==> src/rtl/game_sequencer.sv <==
// -----------------------------------------------------------------------------
// game_sequencer
//
// Frame-level controller for the Flappy Bird VGA demo. Owns the game state
// machine, bird vertical physics, pipe scroll offset, pipe gap position and
// score. All game state advances only on the one-cycle frame tick derived
// from the falling edge of vertical sync, so every output is a register that
// is stable for the whole active-video region.
//
// Ports
//   iVGA_CLK   in   1  pixel clock, the only clock
//   reset      in   1  synchronous, active-high reset
//   iVS        in   1  vertical sync, active low
//   iFLAP      in   1  raw flap button, active high, asynchronous
//   iHIT       in   1  renderer collision flag, valid any cycle
//   oBIRD_Y    out  9  bird top row, 0..SCREEN_H-BIRD_H
//   oSCROLL_X  out 10  pipe scroll offset, 0..SCREEN_W-1
//   oGAP_Y     out  9  top of the current pipe gap
//   oSCORE     out  8  pipes passed, saturating at 255
//   oSTATE     out  2  IDLE=0, PLAY=1, DYING=2, OVER=3
//   oLED_NOTI  out  1  toggles on every score increment
// -----------------------------------------------------------------------------
module game_sequencer #(
   parameter int SCREEN_W     = 640,
   parameter int SCREEN_H     = 480,
   parameter int BIRD_H       = 16,
   parameter int BIRD_START_Y = 240,
   parameter int FLAP_VEL     = 6,
   parameter int VEL_MAX      = 7,
   parameter int SCROLL_STEP  = 2,
   parameter int GAP_MIN      = 80,
   parameter int DEATH_FRAMES = 60
) (
   input  logic       iVGA_CLK,
   input  logic       reset,
   input  logic       iVS,
   input  logic       iFLAP,
   input  logic       iHIT,
   output logic [8:0] oBIRD_Y,
   output logic [9:0] oSCROLL_X,
   output logic [8:0] oGAP_Y,
   output logic [7:0] oSCORE,
   output logic [1:0] oSTATE,
   output logic       oLED_NOTI
);

   typedef enum logic [1:0] {
      S_IDLE  = 2'd0,
      S_PLAY  = 2'd1,
      S_DYING = 2'd2,
      S_OVER  = 2'd3
   } state_t;

   localparam logic [8:0]        FLOOR_Y    = 9'(SCREEN_H - BIRD_H);
   localparam logic [8:0]        START_Y    = 9'(BIRD_START_Y);
   localparam logic [8:0]        IDLE_GAP   = 9'(GAP_MIN + 64);
   localparam logic signed [4:0] FLAP_V     = 5'(-FLAP_VEL);
   localparam logic signed [4:0] VMAX       = 5'(VEL_MAX);
   localparam logic [10:0]       SCR_W      = 11'(SCREEN_W);
   localparam logic [10:0]       SCR_STEP   = 11'(SCROLL_STEP);
   localparam logic [7:0]        DEATH_LOAD = 8'(DEATH_FRAMES - 1);

   // ---------------------------------------------------------------------------
   // Input conditioning: frame tick, flap synchronizer, hit latch, LFSR
   // ---------------------------------------------------------------------------
   logic        vs_q, vs_d, tick;
   logic        flap_s1, flap_s2, flap_s3, flap_pend;
   logic        hit_lat;
   logic [15:0] lfsr_q;
   logic        flap_rise;
   logic        lfsr_fb;

   assign flap_rise = flap_s2 & ~flap_s3;
   assign lfsr_fb   = lfsr_q[15] ^ lfsr_q[13] ^ lfsr_q[12] ^ lfsr_q[10];

   // NOTE: every clocked assignment is non-blocking so all flops sample the
   // pre-edge values; blocking here would let vs_d see the new vs_q.
   always_ff @(posedge iVGA_CLK) begin
      if (reset) begin
         vs_q      <= 1'b0;
         vs_d      <= 1'b0;
         tick      <= 1'b0;
         flap_s1   <= 1'b0;
         flap_s2   <= 1'b0;
         flap_s3   <= 1'b0;
         flap_pend <= 1'b0;
         hit_lat   <= 1'b0;
         lfsr_q    <= 16'hACE1;
      end else begin
         vs_q    <= iVS;
         vs_d    <= vs_q;
         tick    <= vs_d & ~vs_q;
         flap_s1 <= iFLAP;
         flap_s2 <= flap_s1;
         flap_s3 <= flap_s2;
         lfsr_q  <= {lfsr_q[14:0], lfsr_fb};
         // The tick consumes the pending value; an event arriving on the same
         // cycle survives into the next frame.
         if (tick) begin
            flap_pend <= flap_rise;
            hit_lat   <= iHIT;
         end else begin
            flap_pend <= flap_pend | flap_rise;
            hit_lat   <= hit_lat | iHIT;
         end
      end
   end

   // ---------------------------------------------------------------------------
   // Game state registers
   // ---------------------------------------------------------------------------
   state_t            state_q, state_n;
   logic [8:0]        bird_q, bird_n;
   logic signed [4:0] vel_q, vel_n;
   logic [9:0]        scroll_q, scroll_n;
   logic [8:0]        gap_q, gap_n;
   logic [7:0]        score_q, score_n;
   logic              led_q, led_n;
   logic [7:0]        dcnt_q, dcnt_n;

   always_ff @(posedge iVGA_CLK) begin
      if (reset) begin
         state_q  <= S_IDLE;
         bird_q   <= START_Y;
         vel_q    <= 5'sd0;
         scroll_q <= 10'd0;
         gap_q    <= IDLE_GAP;
         score_q  <= 8'd0;
         led_q    <= 1'b0;
         dcnt_q   <= 8'd0;
      end else if (tick) begin
         state_q  <= state_n;
         bird_q   <= bird_n;
         vel_q    <= vel_n;
         scroll_q <= scroll_n;
         gap_q    <= gap_n;
         score_q  <= score_n;
         led_q    <= led_n;
         dcnt_q   <= dcnt_n;
      end
   end

   // Physics and scroll arithmetic used by PLAY and DYING.
   logic signed [4:0]  vel_inc, vel_new;
   logic signed [10:0] y_sum;
   logic [10:0]        s_sum;
   logic               s_wrap;
   logic [9:0]         fall_sum;
   logic [8:0]         fall_y;

   always_comb begin
      vel_inc  = (vel_q >= VMAX) ? VMAX : vel_q + 5'sd1;
      vel_new  = flap_pend ? FLAP_V : vel_inc;
      // Velocity first, then position with the new velocity.
      y_sum    = $signed({2'b00, bird_q}) + $signed({{6{vel_new[4]}}, vel_new});
      s_sum    = {1'b0, scroll_q} + SCR_STEP;
      s_wrap   = (s_sum >= SCR_W);
      fall_sum = {1'b0, bird_q} + 10'(VEL_MAX);
      fall_y   = (fall_sum >= {1'b0, FLOOR_Y}) ? FLOOR_Y : fall_sum[8:0];
   end

   // NOTE: every next-state signal gets its hold value first, so no path
   // through the case leaves one unassigned and no latch is inferred.
   always_comb begin
      state_n  = state_q;
      bird_n   = bird_q;
      vel_n    = vel_q;
      scroll_n = scroll_q;
      gap_n    = gap_q;
      score_n  = score_q;
      led_n    = led_q;
      dcnt_n   = dcnt_q;

      case (state_q)
         S_IDLE: begin
            bird_n   = START_Y;
            vel_n    = 5'sd0;
            scroll_n = 10'd0;
            score_n  = 8'd0;
            gap_n    = IDLE_GAP;
            if (flap_pend) begin
               state_n = S_PLAY;
               vel_n   = FLAP_V;
            end
         end

         S_PLAY: begin
            if (hit_lat) begin
               // Collision freezes everything on the death frame.
               state_n = S_DYING;
               dcnt_n  = DEATH_LOAD;
            end else begin
               vel_n = vel_new;
               if (y_sum < 11'sd0) begin
                  bird_n = 9'd0;
               end else if (y_sum >= $signed({2'b00, FLOOR_Y})) begin
                  bird_n  = FLOOR_Y;
                  state_n = S_DYING;
                  dcnt_n  = DEATH_LOAD;
               end else begin
                  bird_n = y_sum[8:0];
               end

               if (s_wrap) begin
                  scroll_n = 10'(s_sum - SCR_W);
                  score_n  = (score_q == 8'hFF) ? score_q : score_q + 8'd1;
                  led_n    = ~led_q;
                  gap_n    = 9'(GAP_MIN) + {1'b0, lfsr_q[7:0]};
               end else begin
                  scroll_n = s_sum[9:0];
               end
            end
         end

         S_DYING: begin
            bird_n = fall_y;
            if (dcnt_q == 8'd0) begin
               state_n = S_OVER;
            end else begin
               dcnt_n = dcnt_q - 8'd1;
            end
         end

         S_OVER: begin
            if (flap_pend) begin
               state_n  = S_IDLE;
               bird_n   = START_Y;
               vel_n    = 5'sd0;
               scroll_n = 10'd0;
               score_n  = 8'd0;
               gap_n    = IDLE_GAP;
            end
         end

         default: state_n = S_IDLE;
      endcase
   end

   assign oBIRD_Y   = bird_q;
   assign oSCROLL_X = scroll_q;
   assign oGAP_Y    = gap_q;
   assign oSCORE    = score_q;
   assign oSTATE    = state_q;
   assign oLED_NOTI = led_q;

endmodule

==> config.mk <==
export PLATFORM = sky130hd
export DESIGN_NAME = game_sequencer
export DESIGN_NICKNAME = d
export VERILOG_FILES = /design/src/rtl/game_sequencer.sv
export SDC_FILE = /design/constraint.sdc
export NUM_CORES = 1
export LEC_CHECK = 0
export CAP_MARGIN = 10
export CORE_MARGIN = 1
export CORE_UTILIZATION = 23
export DETAILED_ROUTE_END_ITERATION = 6
export SLEW_MARGIN = 40
export SYNTH_ARGS = -nofsm -noshare
export SYNTH_HDL_FRONTEND = slang
export SYNTH_SLANG_ARGS = --single-unit
==> constraint.sdc <==
create_clock -name iVGA_CLK -period 5 [get_ports iVGA_CLK]
set_input_delay 0.75 -clock iVGA_CLK [delete_from_list [all_inputs] [get_ports iVGA_CLK]]
set_output_delay 0.75 -clock iVGA_CLK [all_outputs]
set_load 0.03 [all_outputs]
== After elaboration in Yosys (flattened, before gate mapping) ==
Index checks and enable logic that the tools add are counted.

* Add/sub/neg operators: 8
* $lt $le $gt $ge: 5
* Equality and inequality tests: 13
* Mux-type cells: 39
* Bitwise logic cells: 11
* Reductions and logical operators: 11

{| class="wikitable"
|+ Operators with widths
! kind !! count
|-
| 2-to-1 mux 9 bit || 8
|-
| 2-to-1 mux 8 bit || 8
|-
| case mux 9 bit (4 select lines) || 1
|-
| 2-to-1 mux 10 bit || 3
|-
| case mux 10 bit (3 select lines) || 1
|-
| case mux 9 bit (3 select lines) || 1
|-
| 2-to-1 mux 5 bit || 5
|-
| case mux 8 bit (3 select lines) || 1
|-
| >= comparator 11 x 10 -> 1 bit (second input constant) || 2
|-
| case mux 8 bit (2 select lines) || 1
|-
| case mux 5 bit (3 select lines) || 1
|-
| != test 2 bit (second input constant) || 7
|-
| 2-to-1 mux 2 bit || 6
|-
| AND reduction 6 bit || 2
|-
| adder 10 x 2 -> 11 bit (second input constant) || 1
|-
| adder 10 x 5 -> 11 bit || 1
|-
| < comparator 11 x 1 -> 1 bit (second input constant) || 1
|-
| adder 9 x 3 -> 10 bit (second input constant) || 1
|-
| >= comparator 10 x 9 -> 1 bit (second input constant) || 1
|-
| AND reduction 5 bit || 2
|-
| subtractor 10 bit (second input constant) || 1
|-
| adder 7 x 8 -> 9 bit (first input constant) || 1
|-
| adder 8 x 1 -> 8 bit (second input constant) || 1
|-
| equality test 8 bit (second input constant) || 1
|-
| 18 further kinds || 29
|}

* Flip-flop bits (word level): 76
* Input port bits: 5
* Output and inout port bits: 39
* Logic and storage cells: 104

== Logic depth before layout (Yosys ltp) ==
* Word-level depth: 9
* Gate-level depth with buffers: 16
* Mapped depth without buffers: 16

== Least setup slack after synthesis ==
OpenSTA, ideal clock, no wires.

* Kind: flip-flop to flip-flop
* Start: reg vel_q[0]
* End: reg dcnt_q[2]
* Setup time: 0.070 ns
* Arrival time: 3.420 ns
* Required time: 4.930 ns
* Setup slack: 1.510 ns
* Stages on the path, launching flop included: 15
* Cell sequence: dfxtp_1 -> ha_1 -> nand3_1 -> a21oi_1 -> inv_1 -> ha_1 -> buf_2 -> a21oi_1 -> o21ai_1 -> a211oi_1 -> mux2_2 -> a21oi_1 -> o31ai_2 -> or3b_1 -> a21oi_1

* Cells in the longest elaborated chain, start to end: 7
* Elaborated cells between the ends (all ways): 10
* Classes of those cells: add/sub (2); order compare (3); eq/ne (2); mux (2); reduce/logical (1)

{| class="wikitable"
|+ Ends and longest elaborated chain
! element !! RTL line !! source
|-
| start, declared || 114 || <nowiki>logic signed [4:0] vel_q, vel_n;</nowiki>
|-
| start signal, assigned || 134 || <nowiki>vel_q <= vel_n;</nowiki>
|-
| adder 5 x 2 -> 5 bit or >= comparator 5 x 4 -> 1 bit (tied branches) || 152 || <nowiki>vel_inc = (vel_q >= VMAX) ? VMAX : vel_q + 5'sd1;</nowiki>
|-
| 2-to-1 mux 5 bit * || 152 ||
|-
| 2-to-1 mux 5 bit * || 153 || <nowiki>vel_new = flap_pend ? FLAP_V : vel_inc;</nowiki>
|-
| adder 10 x 5 -> 11 bit * || 155 || <nowiki>y_sum = $signed({2'b00, bird_q}) + $signed({{6{vel_new[4]}}, vel_new});</nowiki>
|-
| >= comparator 11 x 10 -> 1 bit or < comparator 11 x 1 -> 1 bit (tied branches) || 196, 194 ||
|-
| != test 3 bit (no line) || -- ||
|-
| AND reduction 5 bit (no line) * || -- ||
|-
| end signal, assigned || 139 || <nowiki>dcnt_q <= dcnt_n;</nowiki>
|-
| end, declared || 119 || <nowiki>logic [7:0] dcnt_q, dcnt_n;</nowiki>
|}

Every way passes the cells marked *; elsewhere a longest branch is shown, timed or not.
A chain may end at the register's enable or synchronous reset.

== Final worst setup path ==
* Start: reg vel_q[0]
* End: reg state_q[1] (netlist: oSTATE[1])

* Cells in the longest elaborated chain, start to end: 7
* Elaborated cells between the ends (all ways): 10
* Classes of those cells: add/sub (2); order compare (3); eq/ne (2); mux (2); reduce/logical (1)

{| class="wikitable"
|+ Ends and longest elaborated chain
! element !! RTL line !! source
|-
| adder 5 x 2 -> 5 bit or >= comparator 5 x 4 -> 1 bit (tied branches) || 152 ||
|-
| 2-to-1 mux 5 bit * || 152 ||
|-
| 2-to-1 mux 5 bit * || 153 ||
|-
| adder 10 x 5 -> 11 bit * || 155 ||
|-
| >= comparator 11 x 10 -> 1 bit or < comparator 11 x 1 -> 1 bit (tied branches) || 196, 194 ||
|-
| != test 3 bit (no line) || -- ||
|-
| AND reduction 6 bit (no line) * || -- ||
|-
| end signal, assigned || 132 || <nowiki>state_q <= state_n;</nowiki>
|-
| end, declared || 112 || <nowiki>state_t state_q, state_n;</nowiki>
|}

Marked as above.

==> flow_metrics.env <==
export IMPL_timing_worst_setup_path_type="flop to flop"
export IMPL_clkLatencyLatePin_ns=0.33
export IMPL_postRouteAntennaNets=0
export IMPL_post_cts_setup_buffer_count=0
export IMPL_grt_pass1_vias=3451
export IMPL_final_core_util_pct=28.6
export IMPL_grt_overflow=0
export IMPL_timing_max_cap_violations=0
export IMPL_synth_net_count=541
export IMPL_startpoint_type="flop"
export IMPL_yosys_area_share_simple_pct=23.9
export IMPL_worst_ep_required_time_ns=5.20
export IMPL_die_area_um2=18800
export IMPL_postSynthRegisterBits=75
export IMPL_die_width_um=137
export IMPL_tritoncts="yes"
export IMPL_ys_top_cells_by_area="dfxtp_1, ha_1, a21oi_1"
export IMPL_gr_usage_met1_pct=15.8
export IMPL_die_height_um=137
export IMPL_ioPinCount=44
export IMPL_rsz0062_at_grt="no"
export IMPL_synth_adder_area_share_pct=7.86
export IMPL_maxClockFrequency_ghz=0.242
export IMPL_worst_hold_path_type="flop to flop"
export IMPL_buffer_ports_inserted=42
export IMPL_clock_tree_htree_level_count=3
export IMPL_numClockSinks=75
export IMPL_synth_top_family_by_area="simple AND/OR/NAND/NOR gates"
export IMPL_rd_place_congestion=0.813
export IMPL_routed_via_count=3720
export IMPL_std_cell_rows=49
export IMPL_post_route_drc_count=0
export IMPL_cts_root_buffer="clkbuf_16"
export IMPL_clk_transition_reported_paths_ns=0.06
export IMPL_worstPathMaxFanout=6
export IMPL_tightest_slew_ns=0.792
export IMPL_wire_per_inst_um=13.7
export IMPL_clockBufferDepth=2
export IMPL_synth_compound_gate_area_share_pct=21.6
export IMPL_shortest_clock_period_the_worst_path_allows_after_layout_ns=4.14
export IMPL_finalHoldViolations=0
export IMPL_post_route_cells_drive_above_1_share_pct=7.12
export IMPL_pwr_density_cell_nw_per_um2=263
export IMPL_global_route_peak_usage_layer="met2"
export IMPL_synthXorXnorAreaFrac_pct=4.76
export IMPL_final_setup_viol_count=0
export IMPL_synth_cell_type_count=69
export IMPL_number_of_flops_mapped_to_enable_cells_by_yosys=0
export IMPL_power_ir_vdd_worst_uv=165
export IMPL_outcome="finished, final reports clean"
export IMPL_synth_area_mux_share_pct=1.01
export IMPL_post_drt_via_cell_ratio=4.79
export IMPL_number_of_antenna_violations_at_the_first_check_in_global_routing=0
export IMPL_design_final_nets=573
export IMPL_synthesis_instances=511
export IMPL_groute_layer_met3_usage_pct=2.41
export IMPL_synth_sequential_area_ratio_pct=35.7
export IMPL_filler_cell_count=1908
export IMPL_core_region_area_um2=17900
export IMPL_drt_pass1_iterations=4
export IMPL_grt_first_pass_wirelength_um=17600
export IMPL_critical_path_arrival_ns=4.34
export IMPL_setup_tns_final_ns=0
export IMPL_leakagePower_nw=1.89
export IMPL_antenna_cells=0
export IMPL_pin_count_of_the_biggest_net_entering_global_routing=63
export IMPL_fin_worst_skew_ns=0.00580
export IMPL_groute_usage_overall_pct=11.8
export IMPL_groute_layer_met2_usage_pct=18.5
export IMPL_total_routed_length_um=10600
export IMPL_synth_top_area_share_pct=35.7
export IMPL_synthesis_yosys_warnings=0
export IMPL_maxSlewViolCount=0
export IMPL_slew_headroom_pct=46.9
export IMPL_drt_iter0_drc=202
export IMPL_start_util_pct=23.5
export IMPL_ctsHoldBuffers=0
export IMPL_mappedNetlistArea_um2=4200
export IMPL_dp_final_hpwl_um=7470
export IMPL_dominantRegCellSynth="dfxtp_1"
export IMPL_post_cts_sizing_count=0
export IMPL_cts_inserted_buffers=9
export IMPL_timing_critical_path_to_type="flop"
export IMPL_final_min_period_over_clock_period_pct=82.8
export IMPL_synthArstFlopShare_pct=0
export IMPL_syn_to_final_growth_pct=21.7
export IMPL_yosys_area_top_type="dfxtp_1"
export IMPL_post_synth_cell_area_avg_um2=8.22
[where the power goes]
group	internal, mW	total (mW)	switching [mW]	leakage (nW)
combinational	0.0314	0.0822	0.0508	1.14
clock	0.387	0.646	0.259	0.139
sequential	0.610	0.616	0.00642	0.610
total	1.03	1.34	0.317	1.89
[layout by cell type, fill, tap and decap left out, drive strengths merged, types with 6 or more instances in the layout]
cell type and count:
clkdlybuf4s50 41, xnor2 9, o21ai 27, and3 7, ha 24, or3 9
nand3 19, nor2 47, clkbuf 10, a22oi 8, nor2b 16, nand4 8
a211oi 9, and2 7, nand2b 6, xor2 13, nor3 12, dfxtp 75
inv 28, or2 8, a21oi 40, a31oi 7, nand2 36
[synth_stat cells (all sizes together), types with 3 or more instances]
master and number:
or3 9, a21o 5, and2 7, or2 8, o221ai 3, nand3 19, nand2 36, dfxtp 75
o21ai 27, and3 7, a21oi 40, a211oi 9, a32oi 4, ha 24, a32o 4, buf 7
o31ai 4, o32ai 3, o211ai 5, nor3b 4, xnor2 9, nor3 12, nand2b 6, inv 27
nor2 47, nand3b 3, a22oi 8, xor2 13, nor2b 16, nor4 3, or4 5, nand4 8
a31oi 7, clkbuf 17
[final cells by class]
class / count / area [um2] / area share, %
Inverter: 28 / 105 / 2.06
Multi-Input combinational cell: 384 / 2490 / 48.7
Sequential cell: 75 / 1500 / 29.4
Tap cell: 229 / 287 / 5.60
Clock buffer: 10 / 229 / 4.48
Clock inverter: 6 / 63.8 / 1.25
Timing Repair Buffer: 45 / 438 / 8.56
[registers in the layout (all words and copies together), names as in the netlist, 2 cells and up]
signal	cells
oBIRD_Y	9
oSTATE	2
oSCORE	8
oGAP_Y	9
vel_q	5
dcnt_q	8
lfsr_q	16
oSCROLL_X	9
[critical path, stage by stage (launching register included)]
cell       delay (ns)
dfxtp_1          0.40
ha_1             0.23
a21o_1           0.10
a21oi_1          0.05
or2_2            0.30
a21oi_1          0.26
ha_1             0.22
inv_1            0.06
fa_1             0.41
nand3b_1         0.22
a21boi_1         0.30
or4_1            0.16
o2111ai_1        0.18
o2111a_2         0.25
o31ai_1          0.55
mux2i_1          0.25
nor2_1           0.05
[metal layers]
| metal | part of all wire [%] | vias to the layer above |
|---|---|---|
| met5 | 0 | - |
| met3 | 3.4 | 15 |
| li1 | - | 1903 |
| met4 | 1.8 | 0 |
| met2 | 45 | 60 |
| met1 | 50 | 1742 |
[stage by stage]
step | instance area (um2) | total power [mW] | hold slack, ns | setup slack, ns | std cells
5_1_grt | 5110 | 1.40 | 0.431 | 0.444 | 777
3_5_place_dp | 4820 | 0.711 | 0.396 | 0.886 | 761
3_3_place_gp | 4820 | 0.711 | 0.394 | 0.968 | 761
4_1_cts | 5110 | 1.36 | 0.405 | 0.843 | 777
6_report | 5110 | 1.34 | 0.406 | 0.861 | 777
2_1_floorplan | 4200 | 0.692 | 0.389 | 1.51 | 511
[cell families after synthesis]
logic type,Yosys count
and+or+nand+nor,195
AOI/OAI and AO/OA,136
DFF,75
buffers and inverters,52
adders and majority gates,26
xor gates and xnor gates,22
muxes,4
other,1
[final timing paths]
kind,from,endpoint,slack (ns),cells after the start
worst min register to register,lfsr_q[14],lfsr_q[15],0.41,1
worst max-delay path,vel_q[0],oSTATE[1],0.86,16
worst max register to register,vel_q[0],oSTATE[1],0.86,16
worst min-delay path,lfsr_q[14],lfsr_q[15],0.41,1
No activity file was read; power rests on OpenSTA's default activity.
